File: config.mk
export PLATFORM = sky130hd
export DESIGN_NAME = mmio_uart
export DESIGN_NICKNAME = d
export VERILOG_FILES = /design/src/rtl/mmio_uart_pkg.sv /design/src/rtl/mmio_uart_fifo.sv /design/src/rtl/mmio_uart.sv
export SDC_FILE = /design/constraint.sdc
export NUM_CORES = 1
export LEC_CHECK = 0
export ABC_CLOCK_PERIOD_IN_PS = 4200
export CAP_MARGIN = 5
export CORE_ASPECT_RATIO = 0.8
export CORE_MARGIN = 2
export CORE_UTILIZATION = 60
export CTS_CLUSTER_DIAMETER = 150
export DETAILED_ROUTE_END_ITERATION = 7
export DONT_BUFFER_PORTS = 1
export PLACE_DENSITY = 0.72
export SYNTH_ARGS = -nofsm -noshare
export SYNTH_HDL_FRONTEND = slang
export SYNTH_HIERARCHICAL = 1
export SYNTH_SLANG_ARGS = --single-unit
File: constraint.sdc
create_clock -name clk -period 4.2 [get_ports clk]
set_clock_uncertainty 0.1 [all_clocks]
set_input_delay 0.63 -clock clk [delete_from_list [all_inputs] [get_ports clk]]
set_output_delay 0.63 -clock clk [all_outputs]
set_load 0.1 [all_outputs]
File: src/rtl/mmio_uart_pkg.sv
`default_nettype none
// ============================================================================
// Module      : mmio_uart_pkg
// Description : Shared definitions for the memory-mapped UART: register
//               offsets, STATUS bit positions, TX/RX state encodings and a
//               helper for the receiver's half-bit delay.
// Revision    : 1.0 - initial release
// ============================================================================
package mmio_uart_pkg;

    // Register offsets (CPU address bits [3:2])
    localparam logic [1:0] UART_REG_TXDATA  = 2'd0;
    localparam logic [1:0] UART_REG_RXDATA  = 2'd1;
    localparam logic [1:0] UART_REG_STATUS  = 2'd2;
    localparam logic [1:0] UART_REG_DIVISOR = 2'd3;

    // STATUS bit positions
    localparam int STAT_TX_BUSY      = 0;
    localparam int STAT_TX_EMPTY     = 1;
    localparam int STAT_TX_FULL      = 2;
    localparam int STAT_RX_VALID     = 3;
    localparam int STAT_RX_OVERRUN   = 4;
    localparam int STAT_RX_FRAME_ERR = 5;

    typedef enum logic [1:0] {
        TX_IDLE  = 2'd0,
        TX_START = 2'd1,
        TX_DATA  = 2'd2,
        TX_STOP  = 2'd3
    } tx_state_e;

    typedef enum logic [1:0] {
        RX_IDLE  = 2'd0,
        RX_START = 2'd1,
        RX_DATA  = 2'd2,
        RX_STOP  = 2'd3
    } rx_state_e;

    // Counter preload so that the start bit is re-sampled (div+1)/2 cycles
    // after the falling edge was seen (counter expires when it reaches 0).
    function automatic logic [15:0] half_period_m1(input logic [15:0] div);
        logic [15:0] half;
        half = {1'b0, div[15:1]} + {15'd0, div[0]};
        return (half == 16'd0) ? 16'd0 : half - 16'd1;
    endfunction

endpackage
`default_nettype wire

File: src/rtl/mmio_uart_fifo.sv
`default_nettype none
// ============================================================================
// Module      : uart_fifo
// Description : Synchronous FIFO for the UART transmitter. Pointers carry one
//               extra wrap bit so full and empty are distinguishable.
//               Ports: clk, rst_n (async active-low), push/din, pop/dout
//               (first-word fall-through), full, empty, count.
// Revision    : 1.0 - initial release
// ============================================================================
module uart_fifo #(
    parameter int DEPTH = 8,
    parameter int WIDTH = 8
) (
    input  logic                     clk,
    input  logic                     rst_n,
    input  logic                     push,
    input  logic                     pop,
    input  logic [WIDTH-1:0]         din,
    output logic [WIDTH-1:0]         dout,
    output logic                     full,
    output logic                     empty,
    output logic [$clog2(DEPTH):0]   count
);
    localparam int AW = $clog2(DEPTH);

    logic [AW:0]      wr_ptr_q, wr_ptr_d;
    logic [AW:0]      rd_ptr_q, rd_ptr_d;
    logic [WIDTH-1:0] mem_q [DEPTH];
    logic             do_push;
    logic             do_pop;

    always_comb begin
        empty   = (wr_ptr_q == rd_ptr_q);
        full    = (wr_ptr_q[AW] != rd_ptr_q[AW]) &&
                  (wr_ptr_q[AW-1:0] == rd_ptr_q[AW-1:0]);
        count   = wr_ptr_q - rd_ptr_q;
        dout    = mem_q[rd_ptr_q[AW-1:0]];
        // A full FIFO refuses a push even when it pops in the same cycle.
        do_push = push && !full;
        do_pop  = pop && !empty;
        wr_ptr_d = do_push ? wr_ptr_q + 1'b1 : wr_ptr_q;
        rd_ptr_d = do_pop  ? rd_ptr_q + 1'b1 : rd_ptr_q;
    end

    always_ff @(posedge clk or negedge rst_n) begin
        if (!rst_n) begin
            wr_ptr_q <= '0;
            rd_ptr_q <= '0;
        end else begin
            wr_ptr_q <= wr_ptr_d;
            rd_ptr_q <= rd_ptr_d;
        end
    end

    // Storage needs no reset: contents are only visible while non-empty.
    always_ff @(posedge clk) begin
        if (do_push) begin
            mem_q[wr_ptr_q[AW-1:0]] <= din;
        end
    end

endmodule
`default_nettype wire

File: src/rtl/mmio_uart.sv
`default_nettype none
// ============================================================================
// Module      : mmio_uart
// Description : Memory-mapped UART on the CPU word-addressed data port.
//               TX FIFO + serial transmitter, single-byte RX holding
//               register + serial receiver, programmable baud divisor.
//               Ports: clk, rst_n (async active-low), select, address[1:0],
//               memory_in[31:0], write_enable -> memory_out[31:0],
//               read_capable, write_capable (all combinational);
//               txd (serial out), rxd (serial in, asynchronous).
// Revision    : 1.0 - initial release
// ============================================================================
module mmio_uart
    import mmio_uart_pkg::*;
#(
    parameter int          FIFO_DEPTH      = 8,
    parameter logic [15:0] DEFAULT_DIVISOR = 16'd433
) (
    input  logic        clk,
    input  logic        rst_n,
    input  logic        select,
    input  logic [1:0]  address,
    input  logic [31:0] memory_in,
    input  logic        write_enable,
    output logic [31:0] memory_out,
    output logic        read_capable,
    output logic        write_capable,
    output logic        txd,
    input  logic        rxd
);
    localparam int CW = $clog2(FIFO_DEPTH) + 1;

    // ------------------------------------------------------------------
    // Declarations
    // ------------------------------------------------------------------
    logic          wr_accept;
    logic          fifo_push, fifo_pop, fifo_full, fifo_empty;
    logic [7:0]    fifo_dout;
    logic [CW-1:0] fifo_count;
    logic [31:0]   status_word;
    logic          unused_mem_hi;

    logic [15:0]   divisor_q, divisor_d;
    logic          rx_valid_q, rx_valid_d;
    logic          rx_overrun_q, rx_overrun_d;
    logic          rx_frame_err_q, rx_frame_err_d;
    logic [7:0]    rx_byte_q, rx_byte_d;

    tx_state_e     tx_state_q, tx_state_d;
    logic [15:0]   tx_cnt_q, tx_cnt_d;
    logic [2:0]    tx_bit_q, tx_bit_d;
    logic [7:0]    tx_shift_q, tx_shift_d;
    logic          txd_q, txd_d;
    logic          tx_cnt_done, tx_busy;

    rx_state_e     rx_state_q, rx_state_d;
    logic [15:0]   rx_cnt_q, rx_cnt_d;
    logic [2:0]    rx_bit_q, rx_bit_d;
    logic [7:0]    rx_shift_q, rx_shift_d;
    logic          rxd_meta_q, rxd_sync_q, rxd_prev_q;
    logic          rx_cnt_done, rx_fall;
    logic          rx_stop_sample, rx_set_frame, rx_set_ovr, rx_load;

    assign unused_mem_hi = ^memory_in[31:16];

    // ------------------------------------------------------------------
    // Bus decode (purely combinational, reads have no side effects)
    // ------------------------------------------------------------------
    always_comb begin
        read_capable  = select;
        write_capable = select && (address != UART_REG_RXDATA) &&
                        !((address == UART_REG_TXDATA) && fifo_full);
        wr_accept     = write_capable && write_enable;
        fifo_push     = wr_accept && (address == UART_REG_TXDATA);

        status_word                    = 32'd0;
        status_word[STAT_TX_BUSY]      = tx_busy;
        status_word[STAT_TX_EMPTY]     = fifo_empty;
        status_word[STAT_TX_FULL]      = fifo_full;
        status_word[STAT_RX_VALID]     = rx_valid_q;
        status_word[STAT_RX_OVERRUN]   = rx_overrun_q;
        status_word[STAT_RX_FRAME_ERR] = rx_frame_err_q;
        status_word[15:8]              = 8'(fifo_count);

        memory_out = 32'd0;
        if (select) begin
            case (address)
                UART_REG_RXDATA:  memory_out = {23'd0, rx_valid_q, rx_byte_q};
                UART_REG_STATUS:  memory_out = status_word;
                UART_REG_DIVISOR: memory_out = {16'd0, divisor_q};
                default:          memory_out = 32'd0;
            endcase
        end
    end

    // ------------------------------------------------------------------
    // Divisor and RX flags; a flag set beats a same-cycle W1C clear
    // ------------------------------------------------------------------
    always_comb begin
        divisor_d      = divisor_q;
        rx_valid_d     = rx_valid_q;
        rx_overrun_d   = rx_overrun_q;
        rx_frame_err_d = rx_frame_err_q;
        rx_byte_d      = rx_load ? rx_shift_q : rx_byte_q;

        if (wr_accept && (address == UART_REG_DIVISOR)) begin
            divisor_d = memory_in[15:0];
        end
        if (wr_accept && (address == UART_REG_STATUS)) begin
            if (memory_in[STAT_RX_VALID])     rx_valid_d     = 1'b0;
            if (memory_in[STAT_RX_OVERRUN])   rx_overrun_d   = 1'b0;
            if (memory_in[STAT_RX_FRAME_ERR]) rx_frame_err_d = 1'b0;
        end
        if (rx_load)      rx_valid_d     = 1'b1;
        if (rx_set_ovr)   rx_overrun_d   = 1'b1;
        if (rx_set_frame) rx_frame_err_d = 1'b1;
    end

    always_ff @(posedge clk or negedge rst_n) begin
        if (!rst_n) begin
            divisor_q      <= DEFAULT_DIVISOR;
            rx_valid_q     <= 1'b0;
            rx_overrun_q   <= 1'b0;
            rx_frame_err_q <= 1'b0;
            rx_byte_q      <= 8'd0;
            rxd_meta_q     <= 1'b1;
            rxd_sync_q     <= 1'b1;
            rxd_prev_q     <= 1'b1;
        end else begin
            divisor_q      <= divisor_d;
            rx_valid_q     <= rx_valid_d;
            rx_overrun_q   <= rx_overrun_d;
            rx_frame_err_q <= rx_frame_err_d;
            rx_byte_q      <= rx_byte_d;
            rxd_meta_q     <= rxd;
            rxd_sync_q     <= rxd_meta_q;
            rxd_prev_q     <= rxd_sync_q;
        end
    end

    // ------------------------------------------------------------------
    // TX FIFO
    // ------------------------------------------------------------------
    uart_fifo #(
        .DEPTH (FIFO_DEPTH),
        .WIDTH (8)
    ) u_tx_fifo (
        .clk   (clk),
        .rst_n (rst_n),
        .push  (fifo_push),
        .pop   (fifo_pop),
        .din   (memory_in[7:0]),
        .dout  (fifo_dout),
        .full  (fifo_full),
        .empty (fifo_empty),
        .count (fifo_count)
    );

    // ------------------------------------------------------------------
    // Transmitter: state register / next state / outputs
    // ------------------------------------------------------------------
    always_ff @(posedge clk or negedge rst_n) begin
        if (!rst_n) begin
            tx_state_q <= TX_IDLE;
            tx_cnt_q   <= 16'd0;
            tx_bit_q   <= 3'd0;
            tx_shift_q <= 8'd0;
            txd_q      <= 1'b1;
        end else begin
            tx_state_q <= tx_state_d;
            tx_cnt_q   <= tx_cnt_d;
            tx_bit_q   <= tx_bit_d;
            tx_shift_q <= tx_shift_d;
            txd_q      <= txd_d;
        end
    end

    // The baud counter reloads from divisor_q only when a bit ends, so a
    // DIVISOR write never stretches or shortens the bit in progress.
    always_comb begin
        tx_state_d  = tx_state_q;
        tx_cnt_d    = tx_cnt_q;
        tx_bit_d    = tx_bit_q;
        tx_shift_d  = tx_shift_q;
        txd_d       = txd_q;
        tx_cnt_done = (tx_cnt_q == 16'd0);
        case (tx_state_q)
            TX_IDLE: begin
                if (!fifo_empty) begin
                    tx_state_d = TX_START;
                    tx_shift_d = fifo_dout;
                    tx_cnt_d   = divisor_q;
                    txd_d      = 1'b0;
                end
            end
            TX_START: begin
                if (tx_cnt_done) begin
                    tx_state_d = TX_DATA;
                    tx_cnt_d   = divisor_q;
                    tx_bit_d   = 3'd0;
                    txd_d      = tx_shift_q[0];
                end else begin
                    tx_cnt_d = tx_cnt_q - 16'd1;
                end
            end
            TX_DATA: begin
                if (tx_cnt_done) begin
                    tx_cnt_d = divisor_q;
                    if (tx_bit_q == 3'd7) begin
                        tx_state_d = TX_STOP;
                        txd_d      = 1'b1;
                    end else begin
                        tx_bit_d   = tx_bit_q + 3'd1;
                        tx_shift_d = {1'b0, tx_shift_q[7:1]};
                        txd_d      = tx_shift_q[1];
                    end
                end else begin
                    tx_cnt_d = tx_cnt_q - 16'd1;
                end
            end
            TX_STOP: begin
                if (tx_cnt_done) begin
                    if (!fifo_empty) begin
                        tx_state_d = TX_START;
                        tx_shift_d = fifo_dout;
                        tx_cnt_d   = divisor_q;
                        txd_d      = 1'b0;
                    end else begin
                        tx_state_d = TX_IDLE;
                    end
                end else begin
                    tx_cnt_d = tx_cnt_q - 16'd1;
                end
            end
            default: tx_state_d = TX_IDLE;
        endcase
    end

    always_comb begin
        tx_busy  = (tx_state_q != TX_IDLE);
        fifo_pop = !fifo_empty &&
                   ((tx_state_q == TX_IDLE) ||
                    ((tx_state_q == TX_STOP) && tx_cnt_done));
        txd      = txd_q;
    end

    // ------------------------------------------------------------------
    // Receiver: state register / next state / outputs
    // ------------------------------------------------------------------
    always_ff @(posedge clk or negedge rst_n) begin
        if (!rst_n) begin
            rx_state_q <= RX_IDLE;
            rx_cnt_q   <= 16'd0;
            rx_bit_q   <= 3'd0;
            rx_shift_q <= 8'd0;
        end else begin
            rx_state_q <= rx_state_d;
            rx_cnt_q   <= rx_cnt_d;
            rx_bit_q   <= rx_bit_d;
            rx_shift_q <= rx_shift_d;
        end
    end

    always_comb begin
        rx_state_d  = rx_state_q;
        rx_cnt_d    = rx_cnt_q;
        rx_bit_d    = rx_bit_q;
        rx_shift_d  = rx_shift_q;
        rx_cnt_done = (rx_cnt_q == 16'd0);
        rx_fall     = rxd_prev_q && !rxd_sync_q;
        case (rx_state_q)
            RX_IDLE: begin
                if (rx_fall) begin
                    rx_state_d = RX_START;
                    rx_cnt_d   = half_period_m1(divisor_q);
                end
            end
            RX_START: begin
                if (rx_cnt_done) begin
                    if (rxd_sync_q) begin
                        rx_state_d = RX_IDLE;     // glitch, not a start bit
                    end else begin
                        rx_state_d = RX_DATA;
                        rx_cnt_d   = divisor_q;
                        rx_bit_d   = 3'd0;
                    end
                end else begin
                    rx_cnt_d = rx_cnt_q - 16'd1;
                end
            end
            RX_DATA: begin
                if (rx_cnt_done) begin
                    rx_shift_d = {rxd_sync_q, rx_shift_q[7:1]};   // LSB first
                    rx_cnt_d   = divisor_q;
                    if (rx_bit_q == 3'd7) begin
                        rx_state_d = RX_STOP;
                    end else begin
                        rx_bit_d = rx_bit_q + 3'd1;
                    end
                end else begin
                    rx_cnt_d = rx_cnt_q - 16'd1;
                end
            end
            RX_STOP: begin
                if (rx_cnt_done) begin
                    rx_state_d = RX_IDLE;
                end else begin
                    rx_cnt_d = rx_cnt_q - 16'd1;
                end
            end
            default: rx_state_d = RX_IDLE;
        endcase
    end

    always_comb begin
        rx_stop_sample = (rx_state_q == RX_STOP) && rx_cnt_done;
        rx_set_frame   = rx_stop_sample && !rxd_sync_q;
        rx_set_ovr     = rx_stop_sample && rxd_sync_q && rx_valid_q;
        rx_load        = rx_stop_sample && rxd_sync_q && !rx_valid_q;
    end

endmodule
`default_nettype wire

==> results.md <==
* Outcome: finished with violations
* Failing checks: hold timing
* Gpl congestion at just over 0.9
* Number of diodes at 0
* Sequential share of the synthesized area at a little under half
* Fmax at 264 MHz
* HP Class: input pin to asynchronous set/reset pin
* Async set or reset register ratio after synthesis at 60.2%
* Final wirelength at around 21 mm
* Yosys warns at 6
* VDD IR max at between 300 and 400 µV
* Synthesized area at between 0.009 and 0.01 mm²
* Most common cell after layout, fill and taps aside: dfrtp_1
* Total gr overflow at 0
* Ys flop type: dfrtp_1
* R2R Path Start: divisor_q[0]$_DFFE_PN1P_
* Crit end category: register
* Commonest non-fill, non-tap cells in the layout: dfrtp_1 (88), nand2_1 (68), edfxtp_1 (64)
* EDFF count, synth at 64
* Via Count at between 6000 and 7000
* Pin count of the biggest net entering global routing at 98
* Final-report setup violation count at 0
* Fin crit share at around 90%
* WL per Instance at 20.6 µm
* # IOs at 74
* GRT Overall Usage at 27.6%
* Area of the multi-input gates at ~0.0044 mm²
* Area Overhead vs Synth at 9.53%
* FILL cells at 1103
* First-pass GRT wire length at 34.2 mm
* Crit Path Max Fanout at 10
* WP data arrival at 4.00 ns
* Register area at 0.00436 mm²
* RSZ-0062 raised after global routing: no
* H-tree depth at 4
* Crit start category: register
* Setup Fix Bufs, Post-CTS at 0
* Starting density of the core at between 60% and 70%
* DRC at 0
* Reg2reg path depth at 8
* Die area at 0.0162 mm²
* Port bufs at 0
* CTS Buf Count at 17
* Critical Path, Cell by Cell: ha_1 -> nand4_1 -> nor4_1 -> nand3_1 -> a211oi_1 -> a21oi_1 -> nand2_1 -> o221ai_1
* Normalized max-slew margin at about 29%
* Uppermost routed layer: met4
* Power Dens Cells at about 710 mW/mm²
* Hold WS at -0.00944 ns
* Dpl hpwl at 14.3 mm
* Synthesized area per cell at approximately 11 µm²
* Slew Viols, Final at 0
* Die height at between 100 and 150 µm
* Critical path type: register to register
* Nets@finish at about 900
* Met3 routed WL at around 1.6 mm
* Worst-path clk slew at roughly 0.070 ns
* Flop2flop setup slack at around 0.41 ns
* CTS tree: done
* Horiz. Die Dim at about 140 µm
* Final hold vios at 9
* Clock tree sinks at between 150 and 200
* Max stage delay on crit path at between 0.7 and 0.8 ns
* TNS Setup at 0 ns
* Delay-heaviest family, CP: simple AND/OR/NAND/NOR gates
* Worst r2r dst: rx_cnt_q[13]$_DFFE_PN0P_
* CORE AREA at around 0.015 mm²
* Worst Tran Pin Value at approximately 1.1 ns
* Req. time, crit path at ~4.4 ns
* Cell row count at 40
* Pleak at between 4 and 5 nW
* Root Driver: clkbuf_16
* Crit path max-delay cell type: nor4_1
* Post-synthesis cell count at 816
* Max Cap Viol at 0
* Post-layout util at 66.9%
* #FFs+latches synth at between 150 and 200
* Clock Latency Late Sink at 0.45 ns
* Met1 wire length at between 9 and 10 mm
* Number of global-route vias before repair at ~6400
* Drt initial violations at about 700
* Wire length on met2 at roughly 9.4 mm
* Initial antenna violation count at 0
* Synth unique cells at around 80
* Layout cells sized above 1 at around a fifth
* Crit path time final at about 3.8 ns
* Final ANT Viol Nets at 0
* CP Buf/Inv Count at 0
* CTS Buffer Depth at 2
* Via density at 6.45
* 1st-pass router iterations at 7
[layer usage]
metal	vias up	GRT usage, %
met1	3284	41.6
met3	24	5.86
li1	2988	-
met5	-	0
met4	0	8.53
met2	283	40.5
[cells in the mapped netlist, drive strengths merged (6+ instances only)]
cell type	count	share of area [%]
nor4	12	0.82
nor3	16	0.99
and3	9	0.62
nor2b	10	0.68
nor2	57	2.4
nand3	9	0.49
xor2	16	1.5
edfxtp	64	21
nand2b	6	0.41
nand4	6	0.41
o22ai	17	1.2
a22oi	23	1.9
inv	26	1.1
xnor2	34	3.3
and2	11	0.75
a21oi	30	1.8
dfstp	9	2.6
or3	9	0.62
o21ai	22	1.4
dfrtp	88	24
mux2	58	7.2
nand3b	6	0.49
mux2i	26	2.8
o2bb2ai	10	0.96
nand2	68	2.8
buf	29	2.3
mux4	16	4.0
clkbuf	34	1.4
ha	24	3.3
[how the worst max path moves through the flow]
stage | startpoint | end | slack (ns) | depth (start not counted)
floorplan | u_tx_fifo/rd_ptr_q[1]$_DFFE_PN0P_ | memory_out[1] | 0.02 | 9
global placement | divisor_q[0]$_DFFE_PN1P_ | rx_cnt_q[13]$_DFFE_PN0P_ | 0.71 | 8
detailed placement | divisor_q[0]$_DFFE_PN1P_ | rx_cnt_q[13]$_DFFE_PN0P_ | 0.60 | 8
CTS | divisor_q[0]$_DFFE_PN1P_ | rx_cnt_q[13]$_DFFE_PN0P_ | 0.52 | 8
global route | divisor_q[0]$_DFFE_PN1P_ | rx_cnt_q[13]$_DFFE_PN0P_ | 0.21 | 8
finish | divisor_q[0]$_DFFE_PN1P_ | rx_cnt_q[13]$_DFFE_PN0P_ | 0.41 | 8
[what timing repair did]
item / in CTS / in global routing
hold buffers: 1 / 0
gates resized for setup: 0 / 0
setup endpoints to repair: 0 / 0
hold endpoints to repair: 97 / 0
[state kept, by name (all words and copies together), names as in the netlist, 2 cells and up, named ones only]
signal and flops:
divisor_q 16, rx_bit_q 3, rx_byte_q 8, rx_cnt_q 16
rx_shift_q 8, tx_bit_q 3, tx_cnt_q 16, tx_shift_q 8
tx_state_q 2, u_tx_fifo/mem_q 64, u_tx_fifo/rd_ptr_q 4, u_tx_fifo/wr_ptr_q 4
[metrics by stage]
| stage | cells | setup WS (ns) | power (W) | instance area (µm²) |
|---|---|---|---|---|
| after floorplan | 831 | 0.0236 | 0.00479 | 9200 |
| after global placement | 987 | 0.707 | 0.00531 | 9360 |
| after detailed placement | 987 | 0.597 | 0.00544 | 9360 |
| after CTS | 1020 | 0.522 | 0.00707 | 10000 |
| after global routing | 1020 | 0.213 | 0.00752 | 10000 |
| final | 1020 | 0.413 | 0.00710 | 10000 |
[final cells by class]
type	instances	area share, %
inverters	26	0.975
flip-flops and latches	161	43.5
repair buffers	31	2.52
well taps	189	2.36
multi-input cells	581	44.4
clock inverters	15	1.97
clock buffers	17	4.25
[worst register-to-register path: stages, from the launching register on]
cell      delay [ns]
dfstp_2         0.65
ha_1            0.42
nand4_1         0.28
nor4_1          0.78
nand3_1         0.16
a211oi_1        0.41
a21oi_1         0.34
nand2_1         0.37
o221ai_1        0.16
[logic make-up after synthesis]
group | count (synthesis) | share of synthesized area [%]
simple gates | 239 | 13.3
mux | 100 | 14.0
other cells | 1 | 0.0410
fa+ha+maj | 25 | 3.50
xor+xnor | 50 | 4.87
flops | 161 | 47.7
compound gates | 151 | 11.8
buf+inv | 89 | 4.80
[report_power, final]
part	switching, W	internal [W]	total (W)
clock network	0.000771	0.000817	0.00159
registers	0.000417	0.00195	0.00236
logic	0.00184	0.00131	0.00315
total	0.00302	0.00407	0.00710
No activity file was read; power rests on OpenSTA's default activity.
